<file path="config.mk">
export PLATFORM = sky130hd
export DESIGN_NAME = ps2_key_event_filter_flat
export DESIGN_NICKNAME = d
export VERILOG_FILES = /design/src/rtl/ps2_key_pkg.sv /design/src/rtl/ps2_key_event_filter_if.sv /design/src/rtl/ps2_event_fifo.sv /design/src/rtl/ps2_key_event_filter.sv /design/src/flat_wrapper.sv
export SDC_FILE = /design/constraint.sdc
export NUM_CORES = 1
export LEC_CHECK = 0
export ABC_AREA = 0
export BUFFER_PORTS_ARGS = -buffer_cell sky130_fd_sc_hd__buf_2
export CAP_MARGIN = 20
export CELL_PAD_IN_SITES_DETAIL_PLACEMENT = 1
export CELL_PAD_IN_SITES_GLOBAL_PLACEMENT = 1
export CORE_MARGIN = 5
export CORE_UTILIZATION = 40
export CTS_CLUSTER_DIAMETER = 50
export CTS_CLUSTER_SIZE = 28
export DETAILED_ROUTE_END_ITERATION = 10
export PLACE_DENSITY = 0.78
export SLEW_MARGIN = 25
export SYNTH_ARGS = -nofsm -noshare
export SYNTH_HDL_FRONTEND = slang
export SYNTH_HIERARCHICAL = 1
export SYNTH_SLANG_ARGS = --single-unit
</file>
<file path="constraint.sdc">
create_clock -name clk -period 3.12 [get_ports clk]
set_clock_uncertainty 0.05 [all_clocks]
set_input_delay 0.156 -clock clk [delete_from_list [all_inputs] [get_ports clk]]
set_output_delay 0.156 -clock clk [all_outputs]
set_load 0.01 [all_outputs]
</file>
<file path="src/rtl/ps2_key_pkg.sv">
// ps2_key_pkg
// Shared definitions for the PS/2 key event filter.
// Contents:
//   - scan-code constants (prefix bytes, Enter, protocol/housekeeping bytes)
//   - decoder FSM state encoding
//   - event field widths and the packed {ext, code} event record
//   - helper that recognises protocol bytes that never represent a key
package ps2_key_pkg;

  localparam int CODE_W  = 8;
  localparam int EVENT_W = CODE_W + 1;

  // Prefix bytes of the scan-code set 2 protocol
  localparam logic [CODE_W-1:0] SC_EXT   = 8'hE0;
  localparam logic [CODE_W-1:0] SC_BREAK = 8'hF0;
  localparam logic [CODE_W-1:0] SC_ENTER = 8'h5A;

  // Bytes the keyboard emits that are not key codes when seen outside a prefix
  localparam logic [CODE_W-1:0] SC_NULL   = 8'h00;
  localparam logic [CODE_W-1:0] SC_BAT_OK = 8'hAA;
  localparam logic [CODE_W-1:0] SC_ACK    = 8'hFA;
  localparam logic [CODE_W-1:0] SC_RESEND = 8'hFE;
  localparam logic [CODE_W-1:0] SC_ERROR  = 8'hFF;
  localparam logic [CODE_W-1:0] SC_PAUSE  = 8'hE1;

  // Decoder states: which prefix bytes of the current sequence have been seen
  typedef enum logic [1:0] {
    ST_IDLE    = 2'd0,
    ST_EXT     = 2'd1,
    ST_BRK     = 2'd2,
    ST_EXT_BRK = 2'd3
  } dec_state_t;

  // One queued key event
  typedef struct packed {
    logic              ext;
    logic [CODE_W-1:0] code;
  } key_event_t;

  // True for housekeeping bytes that are discarded when no prefix is open
  function automatic logic is_protocol_byte(input logic [CODE_W-1:0] b);
    return (b == SC_NULL)   || (b == SC_BAT_OK) || (b == SC_ACK) ||
           (b == SC_RESEND) || (b == SC_ERROR)  || (b == SC_PAUSE);
  endfunction

endpackage

</file>
<file path="src/rtl/ps2_key_event_filter_if.sv">
// ps2_key_event_filter_if
// Groups the byte input strobe and the key event handshake of the filter.
// Signals:
//   rx_data / rx_data_en     scan-code byte and its one-cycle valid strobe
//   key_valid / key_ready    head event presented / consumer pops the head
//   key_code / key_ext       make code of the head event and its E0 flag
//   overflow                 sticky "event dropped because FIFO was full"
//   clear_overflow           synchronous clear of overflow
// Modports:
//   slave   the filter itself
//   master  the environment (PS/2 receiver plus event consumer)
interface ps2_key_event_filter_if;

  logic [ps2_key_pkg::CODE_W-1:0] rx_data;
  logic                           rx_data_en;
  logic                           key_valid;
  logic [ps2_key_pkg::CODE_W-1:0] key_code;
  logic                           key_ext;
  logic                           key_ready;
  logic                           overflow;
  logic                           clear_overflow;

  modport slave (
    input  rx_data,
    input  rx_data_en,
    input  key_ready,
    input  clear_overflow,
    output key_valid,
    output key_code,
    output key_ext,
    output overflow
  );

  modport master (
    output rx_data,
    output rx_data_en,
    output key_ready,
    output clear_overflow,
    input  key_valid,
    input  key_code,
    input  key_ext,
    input  overflow
  );

endinterface

</file>
<file path="src/rtl/ps2_event_fifo.sv">
// ps2_event_fifo
// Synchronous FIFO of DEPTH key events ({ext, code}, 9 bits each).
// Ports:
//   clk, resetn   clock and asynchronous active-low reset
//   push          write push_data (ignored when full unless a pop happens too)
//   push_data     event to store
//   pop           drop the head entry (ignored when empty)
//   head          current head entry, all zeros while empty
//   empty, full   occupancy flags
// DEPTH must be a power of two so the pointers wrap by natural overflow.
module ps2_event_fifo
  import ps2_key_pkg::*;
#(
  parameter int DEPTH = 4
) (
  input  logic       clk,
  input  logic       resetn,
  input  logic       push,
  input  key_event_t push_data,
  input  logic       pop,
  output key_event_t head,
  output logic       empty,
  output logic       full
);

  localparam int AW = $clog2(DEPTH);
  localparam int CW = AW + 1;

  key_event_t       mem [DEPTH];
  logic [AW-1:0]    wr_ptr;
  logic [AW-1:0]    rd_ptr;
  logic [CW-1:0]    count;
  logic             do_push;
  logic             do_pop;

  assign empty = (count == '0);
  assign full  = (count == CW'(DEPTH));

  // A pop frees a slot in the same cycle, so a full FIFO still accepts a push
  // when it is being popped.
  assign do_pop  = pop & ~empty;
  assign do_push = push & (~full | do_pop);

  // Head is read straight from the storage flops; masked to zero when empty
  // so the outputs show a clean idle value.
  assign head = empty ? key_event_t'('0) : mem[rd_ptr];

  // Event storage
  always_ff @(posedge clk or negedge resetn) begin
    if (!resetn) begin
      for (int i = 0; i < DEPTH; i++) begin
        mem[i] <= '0;
      end
    end else if (do_push) begin
      mem[wr_ptr] <= push_data;
    end
  end

  // Pointers and occupancy
  always_ff @(posedge clk or negedge resetn) begin
    if (!resetn) begin
      wr_ptr <= '0;
      rd_ptr <= '0;
      count  <= '0;
    end else begin
      if (do_push) begin
        wr_ptr <= wr_ptr + 1'b1;
      end
      if (do_pop) begin
        rd_ptr <= rd_ptr + 1'b1;
      end
      case ({do_push, do_pop})
        2'b10:   count <= count + 1'b1;
        2'b01:   count <= count - 1'b1;
        default: count <= count;
      endcase
    end
  end

endmodule

</file>
<file path="src/rtl/ps2_key_event_filter.sv">
// ps2_key_event_filter
// Turns the raw scan-code byte stream of a PS/2 keyboard into queued make
// events. Prefix bytes (E0 extended, F0 break) are tracked by a small decoder;
// completed makes are pushed into an event FIFO, releases only close the
// sequence. An open prefix is abandoned after TIMEOUT_CYCLES idle cycles.
// Parameters:
//   FIFO_DEPTH      event FIFO entries (power of two, 2..16)
//   TIMEOUT_CYCLES  idle cycles before an open prefix sequence is dropped
// Ports:
//   clk     single clock
//   resetn  asynchronous active-low reset
//   bus     ps2_key_event_filter_if.slave (byte input, event output, overflow)
// Optional feature:
//   PS2_TYPEMATIC_SUPPRESS_EN  when defined, auto-repeat makes of the key that
//   is currently held down are dropped; a matching release re-arms the key.
module ps2_key_event_filter
  import ps2_key_pkg::*;
#(
  parameter int FIFO_DEPTH     = 4,
  parameter int TIMEOUT_CYCLES = 50000
) (
  input  logic                    clk,
  input  logic                    resetn,
  ps2_key_event_filter_if.slave   bus
);

  localparam int TW = $clog2(TIMEOUT_CYCLES + 1);

  dec_state_t    state;
  logic [TW-1:0] idle_cnt;

  logic          make_valid;
  logic          make_ext;
  logic          rel_valid;
  logic          rel_ext;
  key_event_t    make_event;
  key_event_t    rel_event;
  logic          push_req;

  key_event_t    fifo_head;
  logic          fifo_empty;
  logic          fifo_full;
  logic          pop_eff;
  logic          overflow_set;
  logic          overflow_q;

  // Classify the incoming byte against the current prefix state. This has to
  // be combinational so a make reaches the FIFO in the strobe cycle itself.
  always_comb begin
    make_valid = 1'b0;
    make_ext   = 1'b0;
    rel_valid  = 1'b0;
    rel_ext    = 1'b0;
    if (bus.rx_data_en) begin
      case (state)
        ST_IDLE: begin
          make_valid = (bus.rx_data != SC_EXT) && (bus.rx_data != SC_BREAK) &&
                       !is_protocol_byte(bus.rx_data);
        end
        ST_EXT: begin
          make_valid = (bus.rx_data != SC_EXT) && (bus.rx_data != SC_BREAK);
          make_ext   = 1'b1;
        end
        ST_BRK: begin
          rel_valid = 1'b1;
        end
        ST_EXT_BRK: begin
          rel_valid = 1'b1;
          rel_ext   = 1'b1;
        end
        default: begin
          make_valid = 1'b0;
        end
      endcase
    end
  end

  assign make_event = {make_ext, bus.rx_data};
  assign rel_event  = {rel_ext, bus.rx_data};

`ifdef PS2_TYPEMATIC_SUPPRESS_EN
  logic       held_valid;
  key_event_t held_event;
  logic       repeat_hit;
  logic       release_hit;

  assign repeat_hit  = make_valid & held_valid & (held_event == make_event);
  assign release_hit = rel_valid & held_valid & (held_event == rel_event);
  assign push_req    = make_valid & ~repeat_hit;

  // Remember the most recent accepted make so its auto-repeats can be dropped.
  // The key is remembered even if the FIFO had to drop the event.
  always_ff @(posedge clk or negedge resetn) begin
    if (!resetn) begin
      held_valid <= 1'b0;
      held_event <= '0;
    end else if (push_req) begin
      held_valid <= 1'b1;
      held_event <= make_event;
    end else if (release_hit) begin
      held_valid <= 1'b0;
    end
  end
`else
  logic unused_release;

  assign push_req       = make_valid;
  assign unused_release = rel_valid ^ rel_event.ext;
`endif

  // Prefix decoder with idle timeout. Every byte strobe restarts the idle
  // count; the count only runs while a prefix is open.
  always_ff @(posedge clk or negedge resetn) begin
    if (!resetn) begin
      state    <= ST_IDLE;
      idle_cnt <= '0;
    end else if (bus.rx_data_en) begin
      idle_cnt <= '0;
      case (state)
        ST_IDLE: begin
          if (bus.rx_data == SC_EXT) begin
            state <= ST_EXT;
          end else if (bus.rx_data == SC_BREAK) begin
            state <= ST_BRK;
          end else begin
            state <= ST_IDLE;
          end
        end
        ST_EXT: begin
          if (bus.rx_data == SC_BREAK) begin
            state <= ST_EXT_BRK;
          end else if (bus.rx_data == SC_EXT) begin
            state <= ST_EXT;
          end else begin
            state <= ST_IDLE;
          end
        end
        default: begin
          state <= ST_IDLE;
        end
      endcase
    end else if (state != ST_IDLE) begin
      if (idle_cnt == TW'(TIMEOUT_CYCLES - 1)) begin
        state    <= ST_IDLE;
        idle_cnt <= '0;
      end else begin
        idle_cnt <= idle_cnt + 1'b1;
      end
    end else begin
      idle_cnt <= '0;
    end
  end

  ps2_event_fifo #(
    .DEPTH(FIFO_DEPTH)
  ) u_fifo (
    .clk      (clk),
    .resetn   (resetn),
    .push     (push_req),
    .push_data(make_event),
    .pop      (bus.key_ready),
    .head     (fifo_head),
    .empty    (fifo_empty),
    .full     (fifo_full)
  );

  // A push is only lost when the FIFO is full and nothing leaves it this cycle
  assign pop_eff      = bus.key_ready & ~fifo_empty;
  assign overflow_set = push_req & fifo_full & ~pop_eff;

  // Sticky overflow flag; a new drop wins over a simultaneous clear
  always_ff @(posedge clk or negedge resetn) begin
    if (!resetn) begin
      overflow_q <= 1'b0;
    end else if (overflow_set) begin
      overflow_q <= 1'b1;
    end else if (bus.clear_overflow) begin
      overflow_q <= 1'b0;
    end
  end

  assign bus.key_valid = ~fifo_empty;
  assign bus.key_code  = fifo_head.code;
  assign bus.key_ext   = fifo_head.ext;
  assign bus.overflow  = overflow_q;

endmodule

</file>
<file path="src/flat_wrapper.sv">
// flat-port wrapper written by rule: the top's interface ports become plain ports
module ps2_key_event_filter_flat import ps2_key_pkg::*;
#(
  parameter int FIFO_DEPTH     = 4,
  parameter int TIMEOUT_CYCLES = 50000
)
  (clk, resetn, bus_rx_data, bus_rx_data_en, bus_key_ready, bus_clear_overflow, bus_key_valid, bus_key_code, bus_key_ext, bus_overflow);
  ps2_key_event_filter_if bus_i ();
  input  logic clk;
  input  logic resetn;
  input wire logic [$bits(bus_i.rx_data)-1:0] bus_rx_data;
  input wire logic [$bits(bus_i.rx_data_en)-1:0] bus_rx_data_en;
  input wire logic [$bits(bus_i.key_ready)-1:0] bus_key_ready;
  input wire logic [$bits(bus_i.clear_overflow)-1:0] bus_clear_overflow;
  output wire logic [$bits(bus_i.key_valid)-1:0] bus_key_valid;
  output wire logic [$bits(bus_i.key_code)-1:0] bus_key_code;
  output wire logic [$bits(bus_i.key_ext)-1:0] bus_key_ext;
  output wire logic [$bits(bus_i.overflow)-1:0] bus_overflow;
  assign bus_i.rx_data = bus_rx_data;
  assign bus_i.rx_data_en = bus_rx_data_en;
  assign bus_i.key_ready = bus_key_ready;
  assign bus_i.clear_overflow = bus_clear_overflow;
  assign bus_key_valid = bus_i.key_valid;
  assign bus_key_code = bus_i.key_code;
  assign bus_key_ext = bus_i.key_ext;
  assign bus_overflow = bus_i.overflow;
  ps2_key_event_filter #(.FIFO_DEPTH(FIFO_DEPTH), .TIMEOUT_CYCLES(TIMEOUT_CYCLES)) u_core (.clk(clk), .resetn(resetn), .bus(bus_i));
endmodule
</file>
Word level (Yosys, flattened, before mapping)
Index checks and enable logic that the tools add are counted.

Magnitude comparators: 3. Equal/unequal tests: 14. Bitwise logic cells: 10. Reductions and logical operators: 18. Muxes and demuxes: 25. Add/sub/neg operators: 5.

Operator list (number): 8-bit equality test (second input constant) (7); 16-bit 2-to-1 mux (3); 36-bit bitwise mux (1); 9-bit 2-to-1 mux (4); 9-bit binary-select mux with 2-bit select (1); 9-bit demux with 2-bit select (1); 16-bit by 1-bit adder with 16-bit output (second input constant) (1); 16-bit equality test (second input constant) (1); 8-bit != test (second input constant) (2); 2-bit 2-to-1 mux (6); 2-bit nonzero test (5); 8-bit zero test (1); 3-bit greater-or-equal comparator (second input constant) (2); 1-bit 2-to-1 mux (6); 2-bit inverter with 3-bit output (2); 3-bit case mux with 2 select lines (1); 1-bit logical OR (5); 2-bit by 1-bit adder with 2-bit output (second input constant) (2); 1-bit bitwise AND (4); 2-bit by 1-bit equality test with 1-bit output (second input constant) (2); 2-bit case mux with 2 select lines (1); 3-bit by 1-bit adder with 3-bit output (second input constant) (1); 3-bit equality test (second input constant) (1); 1-bit logical AND (3); other kinds (10) (12).

Bits in registers: 62. Input bits: 13.

Logic depth before layout (Yosys ltp)
Gate-level depths: netlist (run 1).

Depth after elaboration: 13. Depth in mapped cells: 11. Gate-level depth less buffers: 11.

Modules after synthesis
The synthesis (run 1) kept the hierarchy.

Modules (own cells, without submodules): ps2_event_fifo (area each 2030.7 µm², times used 1, seq. area each 1076.0 µm², cells each 135); ps2_key_event_filter (area each 1074.8 µm², times used 1, seq. area each 475.5 µm², cells each 111).

Worst setup path before layout (run 1)
OpenSTA, ideal clock, no wires.

Path kind: reg-to-reg. Start point: reg u_core.state[0]. End point: reg u_core.u_fifo.count[2]. Period minus slack after synthesis: 2.352 ns. Data arrival time: 2.223 ns. Setup time: 0.079 ns. Slack: 0.768 ns. Data required time: 2.991 ns. Stages on the path, launching flop included: 11. Cells stage by stage: dfrtp_1 -> or3_1 -> o32ai_1 -> nor3_1 -> or2b_2 -> ha_1 -> inv_1 -> fa_1 -> xor2_1 -> nor2_1 -> xor2_1.

Longest elaborated chain between the ends: 6. Elaborated cells on any way between the ends: 9. Those cells by class: 3 x eq/ne; 3 x mux; 1 x bitwise; 2 x reduce/logical.

Ends and longest elaborated chain: from (decl) (RTL line ps2_key_event_filter.sv:29) `dec_state_t state;`; from (signal assigned) (RTL line ps2_key_event_filter.sv:115) `state <= ST_IDLE;`; from (signal assigned) (RTL line ps2_key_event_filter.sv:122) `state <= ST_EXT;`; from (signal assigned) (RTL line ps2_key_event_filter.sv:124) `state <= ST_BRK;`; 2-bit by 1-bit equality test with 1-bit output or 2-bit zero test (tied branches) (RTL line ps2_key_event_filter.sv:55) `case (state)`; 1-bit case mux with 2 select lines (*) (RTL line ps2_key_event_filter.sv:55); 1-bit 2-to-1 mux (*) (RTL line ps2_key_event_filter.sv:54) `if (bus.rx_data_en) begin`; named net u_core.make_valid (RTL line ps2_key_event_filter.sv:32) `logic make_valid;`; 1-bit bitwise AND (*) (RTL line ps2_event_fifo.sv:42) `assign do_push = push & (~full | do_pop);`; 2-bit by 1-bit equality test with 1-bit output or 2-bit equality test (tied branches) (RTL line ps2_event_fifo.sv:72) `case ({do_push, do_pop})`; 3-bit case mux with 2 select lines or 2-bit nonzero test (tied branches); to (signal assigned) (RTL line ps2_event_fifo.sv:73) `2'b10: count <= count + 1'b1;`; to (signal assigned) (RTL line ps2_event_fifo.sv:74) `2'b01: count <= count - 1'b1;`; to (signal assigned) (RTL line ps2_event_fifo.sv:75) `default: count <= count;`; to (decl) (RTL line ps2_event_fifo.sv:32) `logic [CW-1:0] count;`.

Mark *: on every way through the listed nets, which the timed path passes. The rest lies on a longest branch. A chain may end at the register's enable or synchronous reset.

Final worst setup path (run 1)
Same ends and word-level chain as after synthesis.

==> results of run 1 <==
cell families after synthesis:
logic type / Yosys count / share of synthesized area
adder cells (fa/ha/maj): 7 / 0.0306
buffers and inverters: 15 / 0.0246
multiplexers: 47 / 0.203
AND/OR/NAND/NOR: 83 / 0.157
AO/OA/AOI/OAI: 13 / 0.0322
XOR/XNOR: 19 / 0.0536
flip-flops: 62 / 0.500
flip-flops by register name (all words and copies together) (netlist names):
name	count
u_core/u_fifo/wr_ptr	2
u_core/bus.overflow	1
u_core/u_fifo/count	3
u_core/u_fifo/rd_ptr	2
u_core/idle_cnt	16
u_core/state	2
u_core/u_fifo/mem	36
final cells by class:
type	count	area [um2]
sequential	62	1550
multi-input combinational	169	1480
inverter	10	37.5
fill	825	4140
tap	102	128
clock buffer	11	141
clock inverter	4	23.8
timing repair buffer	27	153
power by group through the flow:
stage | Combinational (mW) | Clock [mW] | Sequential (mW)
4_1_cts | 1.07 | 0.625 | 1.31
3_5_place_dp | 1.07 | 0 | 1.32
2_1_floorplan | 0.844 | 0 | 1.19
5_1_grt | 1.15 | 0.667 | 1.35
3_3_place_gp | 1.03 | 0 | 1.30
6_report | 1.05 | 0.603 | 1.31
metrics by stage:
stage	hold WS [ps]	area (um2)
final	92.2	3510
after floorplan	-190	3110
after global placement	321	3320
after global routing	90.0	3510
after CTS	79.1	3510
after detailed placement	162	3330
synthesized netlist by cell type, types with 2 or more instances:
master | number | area share
mux4_2 | 9 | 0.065
nor2_1 | 19 | 0.023
nor2_2 | 4 | 0.0081
inv_1 | 10 | 0.012
o32ai_1 | 2 | 0.0056
ha_1 | 6 | 0.024
and3_1 | 2 | 0.0040
dfrtp_1 | 62 | 0.50
nand3_1 | 8 | 0.013
nor4_1 | 2 | 0.0040
xor2_1 | 11 | 0.031
nor2b_1 | 11 | 0.022
buf_2 | 2 | 0.0032
xnor2_1 | 8 | 0.023
o21ai_0 | 2 | 0.0032
mux2_2 | 37 | 0.13
a21oi_1 | 2 | 0.0032
nand2_1 | 11 | 0.013
nor3_1 | 6 | 0.0097
nand4_1 | 6 | 0.012
worst paths after layout:
kind,from,endpoint,slack [ps],cells past startpoint
max in group asynchronous,resetn,u_core/u_fifo/rd_ptr[0]$_DFFE_PN0P_,2020,3
max reg2reg,u_core/state[0]$_DFFE_PN0P_,u_core/u_fifo/count[2]$_DFFE_PN0P_,490,10
min in group asynchronous,resetn,u_core/idle_cnt[1]$_DFF_PN0_,310,2
min,bus_rx_data_en,u_core/state[1]$_DFFE_PN0P_,90,3
min reg2reg,u_core/idle_cnt[0]$_DFF_PN0_,u_core/idle_cnt[0]$_DFF_PN0_,450,1
max,u_core/state[0]$_DFFE_PN0P_,u_core/u_fifo/count[2]$_DFFE_PN0P_,490,10
critical path, stage by stage (launching register included):
cell and delay [ps]:
dfrtp_1 430, or3_1 400, o32ai_1 210, nor3_1 190
or2b_2 230, ha_1 180, inv_1 60, fa_1 370
xor2_1 150, nor2_1 110, xor2_1 160
metal layers:
metal	up-vias	wire, um	global-route usage
met5	-	0	0
met4	0	158	0.0788
met3	13	205	0.0314
met2	31	3340	0.248
met1	1058	3030	0.195
li1	946	-	-
==> results.txt, run 1 <==
- After detailed routing, the number of vias per cell comes to 5.32.
- After technology mapping, the gate count stands at 246.
- The synthesized design contains 0 enable-type register cells.
* Max Buffers Root-to-Sink: 2
- The die is 98.1 um tall.
- After global routing the overflow that remains totals 0.
* Detailed-placement wirelength estimate: 4.59 mm
- The number of global-route vias before repair came to 2251.
- The number of clock buffers added by TritonCTS is 9.
- Clock tree from TritonCTS: built
- RePlAce Congestion: 0.782
- Measured on the finished design, the core utilization comes to 0.459.
- Across the VDD grid, the largest voltage drop is 0.268 mV.
- The count of buffers added on input and output ports is 23.
* Placement row count: 32
- The later pin in the worst-skew pair is clocked with a latency of 330 ps.
- In the final routed layout, each cell accounts on average for 17.5 um.
- Total Power: 2.96 mW
- Pre-Repair DR Iteration Count: 4
- Power per cell area: 842 nW/um2
- Setup repair after global routing left no endpoint under its margin.
* CP arrival: 2830 ps
- In the routed design, unresolved DRC markers number 0.
- Seq/Total Area, Yosys: 0.500
- For this configuration, the core starts out at a cell density of 0.406.
* Number of antenna violations at the first check in global routing: 0
- Max Cap Viol: 0
- Summed over all cells, the static leakage comes to 1.48 nW.
- Clock share of power: 0.204
- The detail route stage leaves a number of antenna-violating nets equal to 0.
- Reg power frac: 0.441
- Of the total power, combinational logic draws 0.355.
- Once placement completed, the tool counted placed cells totaling 368.
* Maximum fanout along the worst path: 5
- The number of endpoints with negative hold slack in the final report came to 0.
- STA classifies the critical path endpoint as a flop.
- Share of synthesized registers carrying an async set or reset: 1.00
- The floorplan step defined a die boundary enclosing 9630 um2.
* Die width: 98.1 um
* Routed wire length: 6.72 mm
* Status: finished, final reports clean
- Max Freq: 380 MHz
* Time the final worst path needs with I/O delays and setup: 2630 ps
- Least setup slack across all paths after layout: 491 ps
* Commonest non-fill, non-tap cell in the layout: dfrtp_1
- Number of warnings reported in the yosys synthesis log: 6
- TNS Setup: 0 ps
- Top library cells by usage in the layout, fill and taps aside: 62 x dfrtp_1, 37 x mux2_2, 22 x buf_2
- Clk sinks: 62
- First-pass GRT wire length: 11.5 mm
* Worst min path class: primary input to flop
- For this block, the via count after detailed routing is 2048.
- At the worst endpoint, the required time is 3320 ps.
* Net switching power figure: 0.961 mW
- For the pin with the worst max-slew slack, the measured transition is 730 ps.
* Largest net degree at the start of global routing: 48
* Distinct cell type count after synthesis: 46
- The number of nets handed over by synthesis was 266.
- By startpoint and endpoint, the worst setup path is classified as flop to flop.
* Fin cells: 385
- During I/O placement, the number of pins put on the boundary was 24.
- Seq cells post-synth: 62
- For this run, the total global-route usage over all layers was measured as 0.153.
* Count of pins over their slew limit: 0
- Dividing the final minimum period by the clock period gives 0.843.
* Clock tree root driver cell: clkbuf_8
- The internal power of the cells totals 2.00 mW.
- Gates resized during post-CTS repair numbered 0.
- For this run, the leading register cell type out of synthesis is dfrtp_1.
- Clock-pin slew of the registers on the worst-case setup and hold paths: 60 ps
- Switching Share: 0.325
* Netlist area before placement: 3110 um2
- In the final layout, the share of cells above drive strength 1 is 0.353.
- After clock tree synthesis, the setup repair step added 0 buffers.
* Post-synthesis average cell area: 12.6 um2
* H-tree level count: 3
- Setup crit start kind: flop
- The worst pin sits at a relative slew slack of 0.513.
- After the first detailed-routing iteration, the DRC count stood at 74.
* Core footprint: 7650 um2
- For this design, the CTS-stage hold fixing added 2 buffers.
- The area growth from synthesis to layout is 13.1%.
- After the last flow step, the layout net total stands at 299.
- Setup violations remaining at the end of the flow were counted as 0.
* Worst Setup Slack post-DPL: 438 ps
* Antenna cells: 0
Power figures use the tool's default switching activity.
==> inputs of run 2 (changes only) <==
Clock period 3.12 ns to 2.5 ns, I/O delays scaled along.
==> results.txt, run 2 (synthesis gave the netlist of run 1 again) <==
- The run finished with clean final reports.
- The count of nets left with antenna violations once routing finished came out at 0.
- Power spread over the standard cell area amounts to 1060 nW/um2.
- The path class of the tightest hold or removal check is primary input to flop.
* Largest register by flop count: u_core/u_fifo/mem
- H-tree level count: 3
- For this block, the initial DRC count from the detailed router was 70.
- TritonCTS built the clock tree.
- Counting every sink on the clock net gives 62.
- The first TritonRoute pass finished after 4 iterations.
- In this run the critical register-to-register path is captured at u_core/u_fifo/count[2]$_DFFE_PN0P_.
- Number of buffers added by the clock tree synthesis step: 9
- Total of buffers placed on input and output ports: 23
- Total via count after detailed routing: 2099
* Syn-to-layout area delta: 18.9%
- Largest net degree at the start of global routing: 63
* GRT overflow: 0
* Proportion of layout cells with a drive suffix above 1: 0.402
* Worst Setup Slack post-DPL: 55.5 ps
- Maximum fanout along the worst path: 2
* Slowest-stage cell, CP: or3_1
- For the worst setup path, the data arrival time is 2570 ps.
- Endpoint class of the critical path: flop
- No sink is reached through more buffers than the 2 on the longest clock path.
* Average vias per placed instance: 5.21
* Number of remaining DRC errors: 0
* Cell Count Post-Placement: 385
- The library cell used most frequently in the layout, excluding fill and tap cells, is dfrtp_1.
- Least-Margin Pin Slew: 792 ps
- The tree is rooted in a clkbuf_8.
- Setup repair after global routing missed its margin: false
- Flip-flop count of the largest register, all copies and words added: 36
- Hold Startpoint: bus_rx_data[5]
- Die extent in y: 98.1 um
- At the end of routability-driven placement, the weighted congestion stood at 0.742.
- Least setup slack across all paths after layout: 134 ps
* Max Freq: 423 MHz
* Final count of hold timing violations: 0
- With fillers left out, the area of the finished cells amounts to 3690 um2.
- Setup crit start kind: flop
- Static power due to leakage: 1.58 nW
- Placement Cell Area: 3450 um2
- For this configuration, the core starts out at a cell density of 0.406.
* Placement row count: 32
- Die ar.: 9630 um2
- Across the VDD grid, the largest voltage drop is 0.398 mV.
- Relative max-transition margin: 0.472
- Later-pin clock latency in the skew report: 330 ps
- The worst hold path terminates at u_core/u_fifo/mem[5]$_DFFE_PN0P_.
* Time the final worst path needs with I/O delays and setup: 2370 ps
* Core footprint: 7650 um2
- The setup check on the worst reg-to-reg path leaves a slack of 130 ps.
- Clock-pin slew of the registers on the worst-case setup and hold paths: 70 ps
- The floorplan step set the die width to 98.1 um.
* Total setup violations reported at the end of the flow: 0
* Total of fill cells in the finished design: 810
- The final layout contains routed wiring with a total length of 7.08 mm.
- WP data required: 2710 ps
- The critical path in this run is classified as flop to flop.
- Max Cap Viol: 0
* Utilization after layout: 0.483
- In the layout the commonest cells are 62 x dfrtp_1, 37 x mux2_2, 23 x buf_2.
- Net count, final: 316
* R2r worst-path depth: 10
- The total count of max-transition violations in the final report was 0.
* Number of antenna violations at the first check in global routing: 0
- Delay of the slowest cell on the worst path: 420 ps
- Area of combinational cells with multiple inputs: 1500 um2
- Antenna cells: 0
- Flip-flop and latch area: 1550 um2
- TNS Setup: 0 ps
- Portion of the clock cycle consumed by the worst path in the final layout: 0.946
- Detailed-placement wirelength estimate: 4.92 mm
* Top flop regs: u_core/u_fifo/mem: 36 flops, u_core/idle_cnt: 16 flops, u_core/u_fifo/count: 3 flops
- Top-level port count: 24
- First-pass GRT wire length: 12.0 mm
- Dividing the detail-routed wire length by the instance count gives 17.6 um.
- The number of global-route vias before repair came to 2381.
- Crit-path most repeated cell: xor2_1
- The signal on the critical path passes through or3_1 -> o32ai_4 -> nor3_2 -> or2b_2 -> ha_1 -> inv_1 -> fa_1 -> xor2_1 -> nor2_1 -> xor2_1.
* Gr usage total: 0.159
- The count of cells in the finished layout, fillers not included, comes to 403.
- Hold-critical path depth: 2
* Reg2reg start: u_core/state[0]$_DFFE_PN0P_
run 2: worst max-delay path, delay by kind of cell (launching register included):
family	cells	cell delay, ps
AOI/OAI and AO/OA	1	140
xor gates and xnor gates	2	300
adders and majority gates	2	550
buffers and inverters	1	70
DFF	1	380
and+or+nand+nor	4	800
run 2: repair_timing:
action                                  CTS  global route
hold endpoints to repair                 63             0
buffers inserted                          0             0
gates resized for setup                   0             3
endpoints found under the setup margin    0             1
hold buffers                              2             0
run 2: worst max-delay path by stage:
stage / startpoint / endpoint / slack (ps) / cells after the start
after floorplan: u_core/state[0]$_DFFE_PN0P_ / u_core/u_fifo/count[2]$_DFFE_PN0P_ / 150 / 10
after global placement: bus_rx_data[1] / u_core/u_fifo/count[2]$_DFFE_PN0P_ / 120 / 12
after detailed placement: bus_rx_data[1] / u_core/u_fifo/count[2]$_DFFE_PN0P_ / 60 / 12
after CTS: u_core/state[0]$_DFFE_PN0P_ / u_core/u_fifo/count[2]$_DFFE_PN0P_ / 30 / 10
after global routing: u_core/state[0]$_DFFE_PN0P_ / u_core/u_fifo/count[2]$_DFFE_PN0P_ / 10 / 10
final: u_core/state[0]$_DFFE_PN0P_ / u_core/u_fifo/count[2]$_DFFE_PN0P_ / 130 / 10
run 2: where the power goes:
group	switching, mW	total, mW	leakage, nW	internal (mW)
sequential	0.260	1.60	0.782	1.34
clock	0.414	0.875	0.0956	0.461
combinational	0.606	1.46	0.705	0.850
run 2: stage by stage:
stage / total power, mW / hold WS [ps]
final: 3.93 / 71.8
after global routing: 4.18 / 55.9
after CTS: 3.98 / 52.8
after detailed placement: 3.07 / 294
after global placement: 2.99 / 285
after floorplan: 2.54 / -221
run 2: layout make-up:
class / instances / area share
clock inverter: 7 / 0.0197
multi-input combinational: 169 / 0.407
tap: 102 / 0.0346
timing repair buffer: 44 / 0.0752
inverter: 10 / 0.0102
sequential: 62 / 0.420
clock buffer: 9 / 0.0335
run 2: layer usage:
metal / part of all wire / up-vias / track usage / wire (um)
met2: 0.53 / 20 / 0.275 / 3780
met1: 0.43 / 1088 / 0.192 / 3070
met4: 0.014 / 0 / 0.0564 / 97
li1: - / 982 / - / -
met5: 0 / - / 0 / 0
met3: 0.019 / 9 / 0.0371 / 137
==> inputs of run 3 (changes only) <==
Settings changed: PLACE_DENSITY 0.78 to not set, PLACE_DENSITY_LB_ADDON set to 0.05.
==> results.txt, run 3 (synthesis gave the netlist of run 1 again) <==
- Status: finished, final reports clean
- Across the VDD grid, the largest voltage drop is 0.446 mV.
- Total of buffers placed on input and output ports: 23
* Number of buffers added by the clock tree synthesis step: 9
- TNS Setup: 0 ps
* Number of antenna violations at the first check in global routing: 0
* Average vias per placed instance: 5.17
- Based on the critical path, the design can be clocked at up to 419 MHz.
- Setup slack, reg-to-reg: 110 ps
- Largest net degree at the start of global routing: 43
- Later-pin clock latency in the skew report: 340 ps
- The largest registers in the layout are u_core/u_fifo/mem: 36 flops, u_core/idle_cnt: 16 flops, u_core/u_fifo/count: 3 flops.
- Final count of hold timing violations: 0
- Endpoint class of the critical path: flop
* CP arrival: 2600 ps
* GRT overflow: 0
- The die is 98.1 um tall.
* Placement row count: 32
* Die ar.: 9630 um2
* Net count, final: 314
* WP data required: 2710 ps
- Routed length per placed instance: 16.4 um
- Number of remaining DRC errors: 0
- Counting flops per register, the top entry is u_core/u_fifo/mem.
- Commonest non-fill, non-tap cell in the layout: dfrtp_1
* Clk sinks: 62
- The startpoint identified for the worst register-to-register timing path is u_core/state[0]$_DFFE_PN0P_.
- In this run the most critical hold path is launched from bus_rx_data_en.
* Maximum fanout along the worst path: 2
- RePlAce Congestion: 0.704
* Least-Margin Pin Slew: 743 ps
- Among the stages of the critical path, the cell type that occurs most often is xor2_1.
* Time the final worst path needs with I/O delays and setup: 2390 ps
* Gr usage total: 0.150
- For this run, the detailed router's first-pass iteration total came to 4.
- Number of global-route vias before repair: 2227
- Antenna cells: 0
* Slowest-stage cell, CP: or3_1
- In this run the number of cells on the critical path is 10.
- Dividing the final minimum period by the clock period gives 0.955.
* Static power due to leakage: 1.57 nW
- Crit path kind: flop to flop
- The library cells used most frequently in the layout, excluding fill and tap cells, are 62 x dfrtp_1, 37 x mux2_2, 23 x buf_2.
- Top-level port count: 24
- Final standard cell area without fillers: 3670 um2
- The worst register-to-register path has a depth of 10.
- Setup crit start kind: flop
- Endpoint of the worst hold path: u_core/state[1]$_DFFE_PN0P_
- Hold-critical path depth: 3
- H-tree level count: 3
* Clock tree from TritonCTS: built
* Family with the most delay on the worst path: simple AND/OR/NAND/NOR gates
- Flip-flop count of the largest register, all copies and words added: 36
- The first global-routing pass estimated 11.4 mm of wire.
* Max Buffers Root-to-Sink: 2
* Delay of the slowest cell on the worst path: 390 ps
* Starting density of the core: 0.406
- Total via count after detailed routing: 2072
* Routed wire length: 6.56 mm
* Number of buffer and inverter instances along the worst setup path: 1
* Number of routed nets with antenna violations: 0
* Clock-pin slew of the registers on the worst-case setup and hold paths: 80 ps
- The total count of max-transition violations in the final report was 0.
- Proportion of layout cells with a drive suffix above 1: 0.398
- Relative max-transition margin: 0.505
- The HPWL after detailed placement is 4.61 mm.
- Summing all placed instances gives a cell area of 3460 um2.
- Traced cell by cell, the critical path runs through or3_1 -> o32ai_2 -> nor3_2 -> or2b_2 -> ha_1 -> inv_1 -> fa_1 -> xor2_1 -> nor2_1 -> xor2_1.
- The tool flagged a number of max-cap violations equal to 0.
- Total setup violations reported at the end of the flow: 0
* Iteration-0 DRC Markers: 54
- The filler cells instantiated in the layout total 835.
- Syn-to-layout area delta: 18.2%
* Clock tree root driver cell: clkbuf_8
- Die width: 98.1 um
* Power per cell area: 1030 nW/um2
- In this run the worst hold path is classified as primary input to flop.
- The total area inside the core boundary comes to 7650 um2.
- In this run the critical register-to-register path is captured at u_core/u_fifo/count[2]$_DFFE_PN0P_.
## run 3: cell count changes in the layout (fill, tap and decap cells not counted), sizes merged
| cell | delta |
|---|---|
| clkbuf | +1 |
| bufinv | -1 |
| buf | -2 |
| clkinvlp | +1 |
| inv | -1 |
## run 3: metal layers
metal | global-route usage | wire length (um)
met1 | 0.215 | 3300
met2 | 0.219 | 2980
met3 | 0.0357 | 177
met4 | 0.0575 | 103
met5 | 0 | 0
## run 3: per-stage QoR
step                setup WS [ps]  hold slack [ps]  instances  utilization  power, mW
global placement             86.2             79.5        383        0.453       3.00
global route               -0.822             56.6        401        0.480       4.08
detailed placement           12.6             79.2        383        0.453       3.04
floorplan                     148             -221        246            -       2.54
CTS                          96.3             47.9        401        0.478       3.85
finish                        113             51.3        401        0.480       3.78
## run 3: worst max-delay path by stage
stage	from	slack, ps	end
after floorplan	u_core/state[0]$_DFFE_PN0P_	150	u_core/u_fifo/count[2]$_DFFE_PN0P_
after global placement	bus_rx_data[1]	90	u_core/u_fifo/count[2]$_DFFE_PN0P_
after detailed placement	bus_rx_data[1]	10	u_core/u_fifo/count[2]$_DFFE_PN0P_
after CTS	u_core/state[0]$_DFFE_PN0P_	100	u_core/u_fifo/count[2]$_DFFE_PN0P_
after global routing	u_core/state[0]$_DFFE_PN0P_	-0.8	u_core/u_fifo/count[2]$_DFFE_PN0P_
final	u_core/state[0]$_DFFE_PN0P_	110	u_core/u_fifo/count[2]$_DFFE_PN0P_
## run 3: power by group
group	switching, mW	internal (mW)	total (mW)
registers	0.228	1.34	1.56
clock network	0.412	0.381	0.793
logic	0.578	0.844	1.42
## run 3: repair_timing
| item | in CTS | in global routing |
|---|---|---|
| setup endpoints to repair | 0 | 1 |
| setup buffers | 0 | 0 |
| endpoints found under the hold margin | 21 | 0 |
| hold buffers | 2 | 0 |
| resized for setup | 0 | 2 |
## run 3: area by class of cell
cell class                      instances  area [um2]  area share
Sequential cell                        62        1550       0.423
Clock buffer                           10         138      0.0375
Inverter                               10        37.5      0.0102
Timing Repair Buffer                   42         288      0.0784
Tap cell                              102         128      0.0348
Multi-Input combinational cell        169        1490       0.406
Clock inverter                          6        37.5      0.0102
## run 3: worst min-delay path, delay by kind of cell
kind	cells	cell delay [ps]
and+or+nand+nor	1	80
AOI/OAI and AO/OA	1	70
buffers and inverters	1	130
